**config.mk**
```make
export PLATFORM = sky130hd
export DESIGN_NAME = mac_gate_ctrl
export DESIGN_NICKNAME = d
export VERILOG_FILES = /design/src/rtl/mac_gate_ctrl.sv
export SDC_FILE = /design/constraint.sdc
export NUM_CORES = 1
export LEC_CHECK = 0
export CORE_MARGIN = 3
export CORE_UTILIZATION = 45
export CTS_CLUSTER_SIZE = 14
export DETAILED_ROUTE_END_ITERATION = 8
export PLACE_DENSITY = 0.7
export SLEW_MARGIN = 5
export SYNTH_ARGS = -nofsm -noshare
export SYNTH_HDL_FRONTEND = slang
export SYNTH_SLANG_ARGS = --single-unit
```
**constraint.sdc**
```tcl
create_clock -name clk -period 7.2 [get_ports clk]
set_input_delay 1.44 -clock clk [delete_from_list [all_inputs] [get_ports clk]]
set_output_delay 1.44 -clock clk [all_outputs]
set_load 0.01 [all_outputs]
```
**src/rtl/mac_gate_ctrl.sv**
```systemverilog
// Per-column clock-gate controller: idle columns are gated off, wake-ups are
// admitted one per cycle by a round-robin arbiter, ready follows a settle delay.
module mac_gate_ctrl #(
    parameter int COL      = 8,
    parameter int IDLE_CYC = 4,
    parameter int WAKE_CYC = 2
) (
    input  logic                       clk,
    input  logic                       reset,
    input  logic [COL-1:0]             col_req,
    input  logic                       force_on,
    output logic [COL-1:0]             gate_en,
    output logic [COL-1:0]             col_ready,
    output logic [$clog2(COL+1)-1:0]   active_cnt
);

    localparam int PW = (COL > 1) ? $clog2(COL) : 1;
    localparam int WW = $clog2(WAKE_CYC + 1);
    localparam int IW = $clog2(IDLE_CYC + 1);
    localparam int CW = $clog2(COL + 1);

    localparam logic [1:0] ST_OFF  = 2'd0;
    localparam logic [1:0] ST_WAKE = 2'd1;
    localparam logic [1:0] ST_ON   = 2'd2;

    localparam logic [WW-1:0] WAKE_LAST = WW'(WAKE_CYC - 1);
    localparam logic [IW-1:0] IDLE_LAST = IW'(IDLE_CYC - 1);

    logic [COL-1:0] req_eff;
    logic [COL-1:0] cand;
    logic [COL-1:0] grant;
    logic           grant_vld;
    logic [PW-1:0]  grant_idx;
    logic [PW-1:0]  rr_ptr_q, rr_ptr_d;
    logic [COL-1:0] gate_en_d, col_ready_d;
    logic [COL-1:0] gate_en_q, col_ready_q;
    logic [CW-1:0]  active_cnt_d, active_cnt_q;

    assign req_eff = col_req | {COL{force_on}};

    // Scan candidates starting at rr_ptr, wrapping; the first hit wins.
    always_comb begin
        int            idx;
        logic [PW-1:0] idx_w;
        grant     = '0;
        grant_vld = 1'b0;
        grant_idx = '0;
        idx       = 0;
        idx_w     = '0;
        for (int k = 0; k < COL; k++) begin
            idx   = (int'(rr_ptr_q) + k) % COL;
            idx_w = PW'(idx);
            if (!grant_vld && cand[idx_w]) begin
                grant_vld        = 1'b1;
                grant[idx_w]     = 1'b1;
                grant_idx        = idx_w;
            end
        end
    end

    always_comb begin
        rr_ptr_d = rr_ptr_q;
        if (grant_vld) begin
            rr_ptr_d = (int'(grant_idx) == COL - 1) ? '0 : grant_idx + PW'(1);
        end
    end

    genvar gi;
    generate
        for (gi = 0; gi < COL; gi++) begin : g_col
            logic [1:0]    state_q, state_d;
            logic [WW-1:0] wake_q, wake_d;
            logic [IW-1:0] idle_q, idle_d;

            assign cand[gi] = (state_q == ST_OFF) && req_eff[gi];

            always_comb begin
                state_d = state_q;
                wake_d  = wake_q;
                idle_d  = idle_q;
                case (state_q)
                    ST_OFF: begin
                        if (grant[gi]) begin
                            state_d = ST_WAKE;
                            wake_d  = '0;
                        end
                    end
                    ST_WAKE: begin
                        // Requests are ignored here so a started wake always completes.
                        if (wake_q == WAKE_LAST) begin
                            state_d = ST_ON;
                            idle_d  = '0;
                        end else begin
                            wake_d = wake_q + WW'(1);
                        end
                    end
                    ST_ON: begin
                        if (req_eff[gi]) begin
                            idle_d = '0;
                        end else if (idle_q == IDLE_LAST) begin
                            state_d = ST_OFF;
                            idle_d  = '0;
                        end else begin
                            idle_d = idle_q + IW'(1);
                        end
                    end
                    default: state_d = ST_OFF;
                endcase
            end

            always_ff @(posedge clk) begin
                if (reset) begin
                    state_q <= ST_OFF;
                    wake_q  <= '0;
                    idle_q  <= '0;
                end else begin
                    state_q <= state_d;
                    wake_q  <= wake_d;
                    idle_q  <= idle_d;
                end
            end

            assign gate_en_d[gi]   = (state_d != ST_OFF);
            assign col_ready_d[gi] = (state_d == ST_ON);
        end
    endgenerate

    always_comb begin
        active_cnt_d = '0;
        for (int i = 0; i < COL; i++) begin
            active_cnt_d = active_cnt_d + CW'(gate_en_d[i]);
        end
    end

    // Outputs come straight from flops so the clk_gate enable never glitches.
    always_ff @(posedge clk) begin
        if (reset) begin
            rr_ptr_q     <= '0;
            gate_en_q    <= '0;
            col_ready_q  <= '0;
            active_cnt_q <= '0;
        end else begin
            rr_ptr_q     <= rr_ptr_d;
            gate_en_q    <= gate_en_d;
            col_ready_q  <= col_ready_d;
            active_cnt_q <= active_cnt_d;
        end
    end

    assign gate_en    = gate_en_q;
    assign col_ready  = col_ready_q;
    assign active_cnt = active_cnt_q;

endmodule

```
; ---- Word-level counts from Yosys, hierarchy flattened
; Cells that the tools add are included.
[word_totals]
reg_bits = 79
inputBits = 11
[op_classes]
add_sub_neg = 31
magnitude_cmp = 16
n_eq_ne = 65
n_mux = 153
bitwise_logic = 8
reduce_logical = 78
[op_table]
columns = op, count
row1 = $mux 3, 33
row2 = $mux 2, 48
row3 = $mux 8, 8
row4 = $or 8x8->8, 8
row5 = $ne 2x2->1 const B, 24
row6 = $pmux 2 s3, 8
row7 = $pmux 3 s2, 8
row8 = $reduce_bool 2->1, 24
row9 = $eq 2x1->1 const B, 16
row10 = $eq 2x2->1 const B, 16
row11 = $lt 3x4->1 const B, 8
row12 = $pmux 2 s2, 8
row13 = $add 3x1->3 const B, 10
row14 = $bmux 1 s3, 8
row15 = $demux 1 s3, 8
row16 = $eq 3x2->1 const B, 8
row17 = $ge 3x1->1 const B, 8
row18 = $mux 1, 24
row19 = $reduce_and 3->1, 8
row20 = $logic_and 1x1->1, 23
row21 = $add 2x1->2 const B, 8
row22 = $add 4x1->4, 4
row23 = $logic_not 2->1, 8
row24 = $reduce_and 2->1, 8
row25 = 7 further kinds, 17

; ---- Logic depth before layout (Yosys ltp)
[logic_depth]
ltp_word = 36
depth_mapped = 23
ltp_nobuf = 20

; ---- Least setup slack after synthesis
; Ideal clock, no wire load.
[synth_path]
kind = in2reg
from = input force_on
to = register active_cnt_q[2] (netlist: active_cnt[2])
setup_time_ns = 0.128
arrival_ns = 6.049
path_slack_ns = 1.023
cell_stages = 20
n_path_buf = 4
cell_sequence = buf_6 buf_6 nor2_8 nor3_2 mux4_2 clkbuf_1 mux2_2 buf_2 a2111oi_0 a41o_1 and2_1 fa_1 fa_1 fa_1 inv_1 ha_1 inv_1 fa_1 xor2_1 nor2_1
[synth_between]
elab_chain_cells = 36
[synth_rtl]
columns = element, line
row1 = start: declaration, 11  ; input logic force_on,
row2 = $or 8x8->8 *, 39  ; assign req_eff = col_req | {COL{force_on}};
row3 = $logic_and 1x1->1, 75  ; assign cand[gi] = (state_q == ST_OFF) && req_eff[gi];
row4 = $bmux 1 s3, 53  ; if (!grant_vld && cand[idx_w]) begin
row5 = $mux 1 (implied by the code), 53
row6 = $mux 1, 53
row7 = $logic_not 1->1, 53
row8 = $logic_and 1x1->1, 53
row9 = $mux 1, 53
row10 = (+18 left out), n/a
row11 = $mux 2, 83  ; if (grant[gi]) begin
row12 = $pmux 2 s3, 81  ; case (state_q)
row13 = $reduce_bool 2->1, 123  ; assign gate_en_d[gi] = (state_d != ST_OFF);
row14 = $add 1x1->2, 131  ; active_cnt_d = active_cnt_d + CW'(gate_en_d[i]);
row15 = $add 2x1->3, 131
row16 = $add 3x1->4, 131
row17 = $add 4x1->4 (3 in a row), 131
row18 = $add 4x1->4 *, 131
row19 = end signal: assignment, 146  ; active_cnt_q <= active_cnt_d;
row20 = end: declaration, 37  ; logic [CW-1:0] active_cnt_d, active_cnt_q;
; Mark *: on every way between the ends. The rest lies on a longest branch, timed or not. The select of a mux whose other input is x is not followed.
; A chain may end at the register's enable or synchronous reset.

; ---- Final worst setup path
; Same ends and word-level chain as after synthesis.

==> flow_results.xml <==
<?xml version="1.0" encoding="UTF-8"?>
<metrics>
  <group name="outcome">
    <metric name="status" unit="">completed</metric>
  </group>
  <group name="critical_path">
    <metric name="cp-start-kind" unit="">primary input</metric>
    <metric name="cp.depth" unit="">20</metric>
    <metric name="crit_path_cell_trace" unit="">clkdlybuf4s50_1 &gt; buf_12 &gt; nor2_1 &gt; or4_1 &gt; a41oi_1 &gt; nor4_4 &gt; o21ai_1 &gt; nor2_1 &gt; a2111oi_0 &gt; a41o_1 &gt; and2_1 &gt; fa_1 &gt; fa_1 &gt; fa_1 &gt; inv_1 &gt; ha_1 &gt; inv_1 &gt; fa_1 &gt; xor2_1 &gt; nor2_1</metric>
    <metric name="worst-path-max-fanout" unit="">16</metric>
    <metric name="max_stage_delay" unit="ns">0.53</metric>
    <metric name="cp.buffers_inverters" unit="">4</metric>
    <metric name="worstReg2RegStart" unit="">rr_ptr_q[1]</metric>
    <metric name="number_of_cells_on_the_worst_reg_to_reg_path" unit="">21</metric>
    <metric name="delay_heaviest_family_cp" unit="">adder cells</metric>
    <metric name="cp.required" unit="ns">7.42</metric>
    <metric name="critical_path.endpoint_type" unit="">flip-flop</metric>
    <metric name="worst_path_max_delay_cell" unit="">sky130_fd_sc_hd__or4_1</metric>
    <metric name="critical_path.most_common_cell" unit="">sky130_fd_sc_hd__fa_1</metric>
    <metric name="setup_crit_path_kind" unit="">primary input to flip-flop</metric>
    <metric name="startpoint" unit="">force_on</metric>
    <metric name="cp.arrival" unit="ns">6.86</metric>
  </group>
  <group name="pwr">
    <metric name="p_sw_frac" unit="">0.472</metric>
    <metric name="internal_power" unit="W">0.00153</metric>
    <metric name="power_leakage" unit="nW">2.32</metric>
    <metric name="power.combinational.fraction" unit="">0.640</metric>
    <metric name="clock_power_share" unit="">0.158</metric>
    <metric name="power.density_cell_area" unit="mW/mm²">480</metric>
    <metric name="power.switching" unit="W">0.00137</metric>
    <metric name="p_seq_frac" unit="">0.202</metric>
    <metric name="worst_ir_drop_vdd" unit="mV">0.375</metric>
  </group>
  <group name="worst_hold_path">
    <metric name="hp-class" unit="">flip-flop to flip-flop</metric>
    <metric name="min-delay-start" unit="">g_col[6].wake_q[1]</metric>
    <metric name="min_path_cells" unit="">2</metric>
  </group>
  <group name="floorplanning">
    <metric name="initial_utilization" unit="">0.474</metric>
    <metric name="num_rows" unit="">38</metric>
    <metric name="total_die_area" unit="mm²">0.0130</metric>
    <metric name="die_y" unit="µm">114</metric>
    <metric name="io_pins" unit="">31</metric>
    <metric name="die_w" unit="µm">114</metric>
    <metric name="design.core.area" unit="mm²">0.0111</metric>
  </group>
  <group name="synthesis">
    <metric name="most_used_flip_flop_cell_after_synthesis" unit="">sky130_fd_sc_hd__dfxtp_1</metric>
    <metric name="ys_seq_area_frac" unit="">0.300</metric>
    <metric name="synth_cells" unit="">643</metric>
    <metric name="post_synth_and_or_nand_nor_area_fraction" unit="">0.286</metric>
    <metric name="mapped_avg_cell_area" unit="µm²">8.20</metric>
    <metric name="combinational_family_with_the_most_area_after_synthesis" unit="">simple AND/OR/NAND/NOR gates</metric>
    <metric name="yosys.area_share.xor_xnor" unit="">0.00498</metric>
    <metric name="post_synth_num_cell_types" unit="">81</metric>
    <metric name="yosys_warnings" unit="">0</metric>
    <metric name="cell_taking_the_most_area_after_synthesis" unit="">sky130_fd_sc_hd__dfxtp_1</metric>
    <metric name="synth_largest_type_area_fraction" unit="">0.300</metric>
    <metric name="syn_area" unit="mm²">0.00527</metric>
    <metric name="synthesis.nets" unit="">685</metric>
    <metric name="synth_adder_area_share" unit="">0.0793</metric>
    <metric name="synth.area.top_cells" unit="">sky130_fd_sc_hd__dfxtp_1, sky130_fd_sc_hd__ha_1, sky130_fd_sc_hd__nor2_1</metric>
    <metric name="synth_edf_count" unit="">0</metric>
    <metric name="synth.ff_latch_count" unit="">79</metric>
    <metric name="synth_async_sr_flop_share" unit="">0</metric>
    <metric name="synth.mux.area_fraction" unit="">0.0527</metric>
    <metric name="synth_compound_area_frac" unit="">0.229</metric>
  </group>
  <group name="global_route">
    <metric name="grt_pass1_vias" unit="">4882</metric>
    <metric name="global_route.overflow_total" unit="">0</metric>
    <metric name="use_met3" unit="">0.0476</metric>
    <metric name="grt_max_degree" unit="">61</metric>
    <metric name="grt_first_pass_wirelength" unit="µm">25400</metric>
    <metric name="globalRouteTotalUtil" unit="">0.249</metric>
    <metric name="gr-usage-met2" unit="">0.379</metric>
    <metric name="met1_capacity_usage_during_global_routing" unit="">0.344</metric>
    <metric name="grt.busiest_layer" unit="">met2</metric>
    <metric name="antenna_found_initial" unit="">0</metric>
  </group>
  <group name="cts">
    <metric name="postCtsSetupRepairBufs" unit="">0</metric>
    <metric name="clkSlewWorstSetupHoldPaths" unit="ns">0.06</metric>
    <metric name="tritoncts_clock_tree" unit="">built</metric>
    <metric name="worst_skew_pair.late_latency" unit="ns">0.35</metric>
    <metric name="cts_htree_levels" unit="">3</metric>
    <metric name="cts-root-buf" unit="">sky130_fd_sc_hd__clkbuf_16</metric>
    <metric name="cts_hold_buffers" unit="">0</metric>
    <metric name="cts-buffers-inserted" unit="">9</metric>
    <metric name="numClockSinks" unit="">79</metric>
    <metric name="cts.path.max_buffers" unit="">2</metric>
    <metric name="post_cts_resize_count" unit="">0</metric>
  </group>
  <group name="sta">
    <metric name="final_min_period" unit="ns">6.65</metric>
    <metric name="max_clock_freq" unit="MHz">150</metric>
    <metric name="final.setup.tns" unit="ns">0</metric>
    <metric name="slew_headroom" unit="">0.307</metric>
    <metric name="timing.final.hold_violations" unit="">0</metric>
    <metric name="pins_over_their_slew_limit" unit="">0</metric>
    <metric name="finalSetupViolCount" unit="">0</metric>
    <metric name="timing.final.crit_share" unit="">0.923</metric>
    <metric name="worst_slew_pin_slew" unit="ns">1.04</metric>
    <metric name="timing.clock.skew" unit="ns">0.00606</metric>
    <metric name="hold_ws" unit="ns">0.457</metric>
    <metric name="rsz_0062_raised_after_global_routing" unit="">no</metric>
  </group>
  <group name="detailed_routing">
    <metric name="remaining_drc_errors" unit="">0</metric>
    <metric name="initialDrtViolationCount" unit="">480</metric>
    <metric name="length_of_the_first_detailed_routing_pass_in_iterations" unit="">5</metric>
    <metric name="route.detailed.vias_per_inst" unit="">6.16</metric>
    <metric name="wl_per_cell" unit="µm">18.9</metric>
    <metric name="wirelength" unit="µm">15400</metric>
    <metric name="vias" unit="">5023</metric>
    <metric name="ant_nets" unit="">0</metric>
  </group>
  <group name="finish">
    <metric name="area_growth_from_synthesis_to_layout" unit="%">14.7</metric>
    <metric name="finish.instance_area" unit="mm²">0.00605</metric>
    <metric name="num-nets-final" unit="">712</metric>
    <metric name="antenna_cells_inserted" unit="">0</metric>
    <metric name="stdcell_count" unit="">815</metric>
    <metric name="final_layout_size_suffix_gt1_frac" unit="">0.110</metric>
    <metric name="final.fill_count" unit="">1059</metric>
  </group>
  <group name="placement">
    <metric name="placer_s_final_routability_congestion_estimate" unit="">1.02</metric>
    <metric name="total_placed_instance_area" unit="mm²">0.00575</metric>
    <metric name="hpwlAfterDp" unit="µm">11600</metric>
    <metric name="placedCellCount" unit="">799</metric>
    <metric name="port_buffers" unit="">30</metric>
  </group>
  <group name="flow_run">
    <metric name="maxCapViolations" unit="">0</metric>
  </group>
</metrics>
[synthesized netlist by cell type, types with 3 or more instances]
cell and instances:
sky130_fd_sc_hd__nand3b_1 6, sky130_fd_sc_hd__buf_2 5, sky130_fd_sc_hd__o22ai_1 7, sky130_fd_sc_hd__nor2_2 4, sky130_fd_sc_hd__ha_1 27, sky130_fd_sc_hd__o221ai_1 4, sky130_fd_sc_hd__a211oi_1 7, sky130_fd_sc_hd__o21ai_0 14
sky130_fd_sc_hd__nor2_1 74, sky130_fd_sc_hd__and2_1 8, sky130_fd_sc_hd__nand4_1 9, sky130_fd_sc_hd__a21o_1 6, sky130_fd_sc_hd__a21oi_1 54, sky130_fd_sc_hd__a22oi_1 4, sky130_fd_sc_hd__o211ai_1 4, sky130_fd_sc_hd__inv_1 24
sky130_fd_sc_hd__nor4_1 10, sky130_fd_sc_hd__mux2_2 4, sky130_fd_sc_hd__o31a_1 4, sky130_fd_sc_hd__nand2_1 61, sky130_fd_sc_hd__dfxtp_1 79, sky130_fd_sc_hd__or4_1 6, sky130_fd_sc_hd__o32ai_1 4, sky130_fd_sc_hd__o211a_1 3
sky130_fd_sc_hd__buf_6 3, sky130_fd_sc_hd__clkbuf_1 22, sky130_fd_sc_hd__mux2i_1 12, sky130_fd_sc_hd__nand2b_1 9, sky130_fd_sc_hd__mux4_2 5, sky130_fd_sc_hd__a31oi_1 7, sky130_fd_sc_hd__and3_1 9, sky130_fd_sc_hd__a32oi_1 5
sky130_fd_sc_hd__or2_1 4, sky130_fd_sc_hd__or3_1 8, sky130_fd_sc_hd__o31ai_1 3, sky130_fd_sc_hd__fa_1 4, sky130_fd_sc_hd__nor2b_1 18, sky130_fd_sc_hd__nor4b_1 5, sky130_fd_sc_hd__nand3_1 15, sky130_fd_sc_hd__o21a_1 5
sky130_fd_sc_hd__buf_1 4, sky130_fd_sc_hd__nor3_1 23, sky130_fd_sc_hd__or2_2 4
[stage by stage]
step	setup WS [ns]	utilization	total power, W
after floorplan	1.02	-	0.00188
after global placement	0.303	0.517	0.00242
after detailed placement	0.216	0.517	0.00242
after CTS	0.576	0.544	0.00290
after global routing	0.202	0.544	0.00315
final	0.553	0.544	0.00290
[cells in the final DEF (no fill, tap or decap), types with 10 or more instances in the layout]
cell type / netlist / layout
sky130_fd_sc_hd__a21oi_1: 54 / 54
sky130_fd_sc_hd__buf_4: 0 / 19
sky130_fd_sc_hd__clkdlybuf4s50_1: 0 / 29
sky130_fd_sc_hd__dfxtp_1: 79 / 79
sky130_fd_sc_hd__ha_1: 27 / 27
sky130_fd_sc_hd__inv_1: 24 / 24
sky130_fd_sc_hd__mux2i_1: 12 / 12
sky130_fd_sc_hd__nand2_1: 61 / 61
sky130_fd_sc_hd__nand3_1: 15 / 15
sky130_fd_sc_hd__nor2_1: 74 / 74
sky130_fd_sc_hd__nor2b_1: 18 / 18
sky130_fd_sc_hd__nor3_1: 23 / 23
sky130_fd_sc_hd__nor4_1: 10 / 10
sky130_fd_sc_hd__o21ai_0: 14 / 14
[final cells by class]
type / count / area [µm²] / share of cell area
repair buffers: 50 / 458 / 0.0757
multi-input cells: 504 / 3440 / 0.568
well taps: 140 / 175 / 0.0290
clock inverters: 5 / 57.6 / 0.00952
flip-flops and latches: 79 / 1580 / 0.261
inverters: 26 / 97.6 / 0.0161
clock buffers: 11 / 243 / 0.0401
[worst paths after layout]
check,endpoint,slack [ns]
worst max-delay path,active_cnt[2],0.55
worst min-delay path,g_col[6].wake_q[1],0.46
worst max register to register,active_cnt[2],1.25
worst min register to register,g_col[6].wake_q[1],0.46
[cells by family (layout without fill, tap and decap cells)]
logic type,after synthesis,in the layout
fa+ha+maj,31,31
buf+inv,60,92
flops,79,79
simple gates,287,287
compound gates,162,162
mux,21,21
xor+xnor,3,3
[registers in the layout, indices dropped and copies added (netlist names)]
name / cells
col_ready: 8
active_cnt: 4
g_col.state_q: 16
g_col.idle_q: 24
gate_en: 8
g_col.wake_q: 16
rr_ptr_q: 3
[power by group through the flow]
stage / clock (W) / combinational [W] / sequential [W]
finish: 0.000459 / 0.00186 / 0.000585
global route: 0.000490 / 0.00206 / 0.000595
detailed placement: 0 / 0.00183 / 0.000592
CTS: 0.000468 / 0.00185 / 0.000583
global placement: 0 / 0.00183 / 0.000588
floorplan: 0 / 0.00132 / 0.000558
[worst register-to-register path: stages, from the launching register on]
cell and delay (ns):
sky130_fd_sc_hd__dfxtp_1 0.33, sky130_fd_sc_hd__inv_1 0.04, sky130_fd_sc_hd__buf_4 0.17, sky130_fd_sc_hd__ha_1 0.35
sky130_fd_sc_hd__or2_1 0.36, sky130_fd_sc_hd__or4_4 0.55, sky130_fd_sc_hd__a41oi_2 0.33, sky130_fd_sc_hd__a2111oi_4 0.12
sky130_fd_sc_hd__o21ai_1 0.24, sky130_fd_sc_hd__nor2_1 0.09, sky130_fd_sc_hd__a2111oi_0 0.50, sky130_fd_sc_hd__a41o_1 0.31
sky130_fd_sc_hd__and2_1 0.18, sky130_fd_sc_hd__fa_1 0.43, sky130_fd_sc_hd__fa_1 0.54, sky130_fd_sc_hd__fa_1 0.41
sky130_fd_sc_hd__inv_1 0.08, sky130_fd_sc_hd__ha_1 0.16, sky130_fd_sc_hd__inv_1 0.06, sky130_fd_sc_hd__fa_1 0.38
sky130_fd_sc_hd__xor2_1 0.15, sky130_fd_sc_hd__nor2_1 0.05
[routing by layer]
layer	vias to the layer above	share of wire	routed length (µm)
met3	27	0.065	1010
met2	180	0.44	6850
met4	0	0.022	338
met1	2382	0.47	7240
li1	2434	-	-
met5	-	0	0
No activity file was read; power rests on OpenSTA's default activity.
